===== src/rtl/clkdiv_prog_ctrl.sv =====
// Programmable divide-by-N clock generator with run/drain sequencing and a ratio-change handshake.
// Ratio updates are deferred to output-period boundaries so clk_out never glitches.
module clkdiv_prog_ctrl #(
   parameter int unsigned DIV_W       = 8,
   parameter int unsigned DEFAULT_DIV = 3
) (
   input  logic             clk,
   input  logic             rst_n,
   input  logic             en,
   input  logic             cfg_valid,
   input  logic [DIV_W-1:0] cfg_div,
   output logic             cfg_ready,
   output logic             cfg_err,
   output logic             clk_out,
   output logic             period_tick,
   output logic             active,
   output logic [DIV_W-1:0] cur_div
);

   typedef enum logic [1:0] {ST_IDLE, ST_RUN, ST_DRAIN} state_t;

   state_t           state_q, state_d;
   logic [DIV_W-1:0] cnt_q, cnt_d;
   logic [DIV_W-1:0] cur_div_q, cur_div_d;
   logic [DIV_W-1:0] pend_q, pend_d;
   logic             pend_valid_q, pend_valid_d;
   logic             cfg_err_q, cfg_err_d;
   logic             pos_hi_q, pos_hi_d;
   logic             neg_hi_q;
   logic             last;
   logic             xfer;
   logic             cfg_legal;

   // High-phase length ceil(N/2), one bit wider so N = 2^DIV_W-1 cannot overflow.
   function automatic logic [DIV_W:0] half_ratio(input logic [DIV_W-1:0] n);
      return ({1'b0, n} + {{DIV_W{1'b0}}, 1'b1}) >> 1;
   endfunction

   always_comb begin
      state_d      = state_q;
      cnt_d        = cnt_q;
      cur_div_d    = cur_div_q;
      pend_d       = pend_q;
      pend_valid_d = pend_valid_q;

      last        = (cnt_q == (cur_div_q - DIV_W'(1)));
      active      = (state_q != ST_IDLE);
      period_tick = active & last;
      cfg_ready   = ~pend_valid_q;
      xfer        = cfg_valid & cfg_ready;
      cfg_legal   = (cfg_div >= DIV_W'(2));
      cfg_err_d   = xfer & ~cfg_legal;

      case (state_q)
         ST_IDLE: begin
            cnt_d = '0;
            if (en) state_d = ST_RUN;
         end
         ST_RUN: begin
            cnt_d = last ? '0 : cnt_q + DIV_W'(1);
            if (!en) state_d = ST_DRAIN;
         end
         ST_DRAIN: begin
            cnt_d = last ? '0 : cnt_q + DIV_W'(1);
            if (en)        state_d = ST_RUN;
            else if (last) state_d = ST_IDLE;
         end
         default: begin
            state_d = ST_IDLE;
            cnt_d   = '0;
         end
      endcase

      // A pending ratio is only consumed at a period boundary (or straight away when stopped).
      if (pend_valid_q && (period_tick || !active)) begin
         cur_div_d    = pend_q;
         pend_valid_d = 1'b0;
      end

      if (xfer && cfg_legal) begin
         if (!active) begin
            cur_div_d = cfg_div;
         end else begin
            pend_d       = cfg_div;
            pend_valid_d = 1'b1;
         end
      end

      pos_hi_d = (state_d != ST_IDLE) && ({1'b0, cnt_d} < half_ratio(cur_div_d));
   end

   always_ff @(posedge clk or negedge rst_n) begin
      if (!rst_n) begin
         state_q      <= ST_IDLE;
         cnt_q        <= '0;
         cur_div_q    <= DIV_W'(DEFAULT_DIV);
         pend_q       <= '0;
         pend_valid_q <= 1'b0;
         cfg_err_q    <= 1'b0;
         pos_hi_q     <= 1'b0;
      end else begin
         state_q      <= state_d;
         cnt_q        <= cnt_d;
         cur_div_q    <= cur_div_d;
         pend_q       <= pend_d;
         pend_valid_q <= pend_valid_d;
         cfg_err_q    <= cfg_err_d;
         pos_hi_q     <= pos_hi_d;
      end
   end

   // Half-cycle delayed copy gives odd ratios their extra half clock of low time.
   always_ff @(negedge clk or negedge rst_n) begin
      if (!rst_n) neg_hi_q <= 1'b0;
      else        neg_hi_q <= pos_hi_q;
   end

   assign clk_out = cur_div_q[0] ? (pos_hi_q & neg_hi_q) : pos_hi_q;
   assign cur_div = cur_div_q;
   assign cfg_err = cfg_err_q;

endmodule

===== config.mk =====
export PLATFORM = sky130hd
export DESIGN_NAME = clkdiv_prog_ctrl
export DESIGN_NICKNAME = d
export VERILOG_FILES = /design/src/rtl/clkdiv_prog_ctrl.sv
export SDC_FILE = /design/constraint.sdc
export NUM_CORES = 1
export LEC_CHECK = 0
export ABC_AREA = 1
export CORE_UTILIZATION = 51
export CTS_BUF_LIST = sky130_fd_sc_hd__clkbuf_16
export DETAILED_ROUTE_END_ITERATION = 7
export GPL_ROUTABILITY_DRIVEN = 0
export PLACE_DENSITY = 0.76
export SYNTH_ARGS = -nofsm -noshare
export SYNTH_HDL_FRONTEND = slang
export SYNTH_SLANG_ARGS = --single-unit

===== constraint.sdc =====
create_clock -name clk -period 2.9 [get_ports clk]
set_input_delay 0.58 -clock clk [delete_from_list [all_inputs] [get_ports clk]]
set_output_delay 0.58 -clock clk [all_outputs]
set_load 0.01 [all_outputs]

## Yosys cells after proc, flatten, opt, wreduce, memory -nomap -nowiden

Cells that the tools add are included.

- Flip-flop bits (word level): 30
- Bits in latches: 0
- Bits in writable memories: 0
- Bits in read-only memories: 0
- Input bits: 12
- Output and inout port bits: 13
- Word-level logic and storage cells: 46
- Memories kept: 0

- Add/subtract/negate cells: 3
- Multiply operators: 0
- Div/mod/pow operators: 0
- Order comparisons: 2
- Equal/unequal tests: 3
- Shifts and indexed selects: 0
- Multiplexer cells: 14
- Bitwise gates (word level): 6
- Reductions and logical operators: 10

Operator list:

| operator | number |
|---|---|
| $mux 8 | 5 |
| $add 8x1->9 const B | 1 |
| $add 8x1->8 const B | 1 |
| $eq 8x8->1 | 1 |
| $ge 8x2->1 const B | 1 |
| $lt 8x8->1 | 1 |
| $mux 2 | 4 |
| $sub 8x1->8 const B | 1 |
| $pmux 2 s3 | 1 |
| $and 1x1->1 | 4 |
| $mux 1 | 4 |
| $reduce_bool 2->1 | 2 |
| $logic_and 1x1->1 | 3 |
| $eq 2x1->1 const B | 1 |
| $eq 2x2->1 const B | 1 |
| $logic_not 2->1 | 1 |
| $not 1->1 | 2 |
| $reduce_and 2->1 | 1 |
| $reduce_or 2->1 | 1 |
| $logic_not 1->1 | 1 |
| $logic_or 1x1->1 | 1 |

## Longest topological paths before layout

- Depth after elaboration: 11
- Depth in mapped cells: 29
- Depth with buffers taken out: 29

==> flow_summary_export.csv <==
group,metric,value,unit
outcome,outcome,"finished with violations",
outcome,violations,"setup timing",
clock_tree,cts_tree,"yes",
critical_path,cp-end-kind,"flop",
detailed_routing,vias_per_cell,5.06,
synthesis,synth_fp_nets,311,
critical_path,required,3.11,ns
critical_path,critPathKind,"flop to flop",
critical_path,critPathLaunchType,"flop",
detailed_routing,dr_total_vias,2109,
power_and_ir_drop,p_sw,0.00161,W
sta,rsz0062_at_grt,"true",
critical_path,path_buf_inv,3,
synthesis,ys_top_cells_by_area,"dfrtp_1 32%, nand2_1 13%, ha_1 8.8%",
worst_hold_path,hold_start,"pend_q[1]$_DFFE_PN0P_",
global_routing,grt_max_degree,30,
run,maxCapViolations,0,
power_and_ir_drop,intPower,0.00204,W
worst_hold_path,min_path_cells,2,
critical_path,cp_max_fo,8,
sta,fmax,296,MHz
critical_path,r2r_slack,-0.48,ns
global_routing,grt_overflow,0,
sta,finalHoldViolations,0,
synthesis,synth_xor_area_share,5.36,%
floorplan,rows,23,
sta,worst_slack,-0.479,ns
critical_path,reg2reg_depth,26,
critical_path,cp_slowest_cell,"dfstp_2",
synthesis,ys_ff_latch,30,
critical_path,cp_common_cell,"nand2_1",
synthesis,seq_area_frac_synth,35.4,%
synthesis,synth_top_area_share,31.8,%
synthesis,syn_avg_cell_area,7.49,sq um
floorplan,io-pin-count,25,
power_and_ir_drop,p_sw_share,44.1,%
critical_path,reg2reg_from,"cur_div[0]$_DFF_PN1_",
synthesis,synthMuxAreaShare,1.06,%
global_routing,track_usage,29.0,%
critical_path,timing.rr.end,"pos_hi_q$_DFF_PN0_",
clock_tree,clk_latency,0.30,ns
sta,slew_headroom,75.1,%
synthesis,synthCells,284,
layout,insertedDiodeCount,0,
floorplan,fp.dieH,66.6,um
global_routing,grt_pass1_wl,9.45,mm
place,io_buffer_count,24,
power_and_ir_drop,powerDensity,1220,nW/um^2
synthesis,synthAdderAreaFrac,8.83,%
power_and_ir_drop,seq_power_share,20.3,%
detailed_routing,ant_nets,0,
power_and_ir_drop,power_frac_clock,13.1,%
clock_tree,clk_path_buf_depth,2,
power_and_ir_drop,irDropWorstVdd,0.659,mV
sta,setup_viol,2,
sta,slew_violations,0,
synthesis,yosysWarnings,0,
power_and_ir_drop,leakagePower,1.58,nW
global_routing,grt_pass1_vias,2059,
global_routing,antenna_found_initial,0,
floorplan,core_area,4000,sq um
critical_path,crit_family,"simple AND/OR/NAND/NOR gates",
synthesis,synth.distinct_cells,31,
detailed_routing,wire_per_inst,13.1,um
detailed_routing,drcViolationCount,0,
clock_tree,cts_buffers,5,
synthesis,synth_top_family_by_area,"simple AND/OR/NAND/NOR gates",
layout,nets,393,
detailed_routing,dr.pass1.iters,4,
worst_hold_path,hold_path_class,"flop to flop",
clock_tree,cts.clk_slew.worst_paths,0.05,ns
place,place_hpwl,4.09,mm
clock_tree,cts.sinks,30,
sta,worstMarginPinSlew,0.373,ns
synthesis,synthSimpleGateAreaFrac,36.0,%
layout,drive_gt1_share,28.9,%
critical_path,cp.arrival,3.59,ns
detailed_routing,routed_wl,5.48,mm
detailed_routing,drtIter0Drc,139,
power_and_ir_drop,total_power,0.00366,W
sta,clock_skew,0.0231,ns
clock_tree,cts_root_buf,"clkbuf_16",
sta,tns,-0.525,ns
power_and_ir_drop,power_frac_comb,66.5,%
floorplan,die_w,66.6,um
critical_path,slowest_delay,0.54,ns
synthesis,synth_compound_gate_area_share,4.94,%
sta,fin_crit_sh,117,%
layout,area_growth,41.4,%
sta,fin_crit,3.38,ns
clock_tree,htreeDepth,2,
synthesis,synth_top_area_cell,"dfrtp_1",
worst_hold_path,hold_end,"pend_q[1]$_DFFE_PN0P_",
floorplan,dieArea,4430,sq um
floorplan,start_util,53.1,%
synthesis,synth_area,2130,sq um
-- layer usage --
metal / track usage, % / wire [um]
met5: 0 / 0
met4: 10.9 / 79
met3: 5.82 / 295
met2: 47.6 / 2650
met1: 37.4 / 2460
-- worst max path at each step --
stage | cells past startpoint | startpoint | to | slack, ns
2_1_floorplan | 26 | cur_div[0]$_DFF_PN1_ | pos_hi_q$_DFF_PN0_ | -0.30
4_1_cts | 28 | cur_div[0]$_DFF_PN1_ | pos_hi_q$_DFF_PN0_ | -0.49
6_report | 26 | cur_div[0]$_DFF_PN1_ | pos_hi_q$_DFF_PN0_ | -0.48
3_3_place_gp | 20 | cfg_div[7] | pos_hi_q$_DFF_PN0_ | -0.44
3_5_place_dp | 17 | cfg_div[7] | pos_hi_q$_DFF_PN0_ | -0.58
5_1_grt | 28 | cur_div[0]$_DFF_PN1_ | pos_hi_q$_DFF_PN0_ | -0.77
-- synthesized netlist by cell type (all sizes together) --
cell and number:
nand2 86, inv 45, nand3 33, nor2 32, dfrtp 27, ha 15
o21ai 9, xnor2 7, xor2 6, a21oi 5, nand3b 3, dfstp 2
mux2 2, nand4 2, a221o 1, and3 1, buf 1, clkbuf 1
dfrtn 1, nor3 1, nor4 1, o211ai 1, o21a 1, o22ai 1
-- final cells by class --
| type | count | area (sq um) |
|---|---|---|
| clock buffer | 5 | 125 |
| timing repair buffer | 77 | 628 |
| fill | 289 | 993 |
| inverter | 45 | 169 |
| tap | 50 | 62.6 |
| multi-input combinational | 207 | 1260 |
| sequential | 30 | 753 |
| clock inverter | 3 | 12.5 |
-- through the flow --
stage	area (sq um)	hold slack (ns)	worst slack [ns]	utilization, %	std cells
floorplan	2130	0.284	-0.297	-	284
global placement	2780	0.474	-0.437	69.4	403
detailed placement	2780	0.484	-0.576	69.4	403
CTS	3000	0.498	-0.485	74.9	416
global route	3010	0.551	-0.773	75.2	417
finish	3010	0.491	-0.479	75.2	417
-- sequential cells by signal (all words and copies together) (netlist names) --
| name | count |
|---|---|
| pend_valid_q | 1 |
| cur_div | 8 |
| cnt_q | 8 |
| neg_hi_q | 1 |
| pos_hi_q | 1 |
| pend_q | 8 |
| cfg_err | 1 |
| state_q | 2 |
-- repair_timing --
| action | 4_1_cts | 5_1_grt |
|---|---|---|
| buffers inserted | 5 | 1 |
| hold buffers | 0 | 0 |
| gates resized for setup | 15 | 5 |
| pin swaps | 9 | 6 |
| hold endpoints to repair | 0 | 0 |
| setup endpoints to repair | 3 | 3 |
-- placed cells by master (no fill, tap or decap), types with 5 or more instances in the layout --
cell type / count
nand2_2: 10
nor2_1: 22
clkdlybuf4s50_1: 22
dfrtp_1: 27
xor2_1: 6
nor2_2: 7
ha_1: 13
nand2_4: 7
nand2_1: 69
inv_1: 40
inv_2: 6
clkbuf_16: 5
nand3_1: 29
o21ai_0: 7
xnor2_1: 7
buf_4: 53
-- power by group through the flow --
stage	clock network, W	logic [W]	registers [W]
2_1_floorplan	0	0.00126	0.000740
4_1_cts	0.000490	0.00240	0.000737
3_3_place_gp	0	0.00216	0.000734
6_report	0.000481	0.00243	0.000744
3_5_place_dp	0	0.00221	0.000739
5_1_grt	0.000507	0.00271	0.000761
-- tightest hold or removal path: stages, from the launching register on --
cell and delay, ns:
dfrtp_1 0.34, nand2_1 0.05, o21ai_0 0.07
-- cell families after synthesis --
group                      count (synthesis)
AOI/OAI and AO/OA                         18
buffers and inverters                     47
and+or+nand+nor                          159
xor gates and xnor gates                  13
adders and majority gates                 15
muxes                                      2
DFF                                       30
No activity file was read; power rests on OpenSTA's default activity.
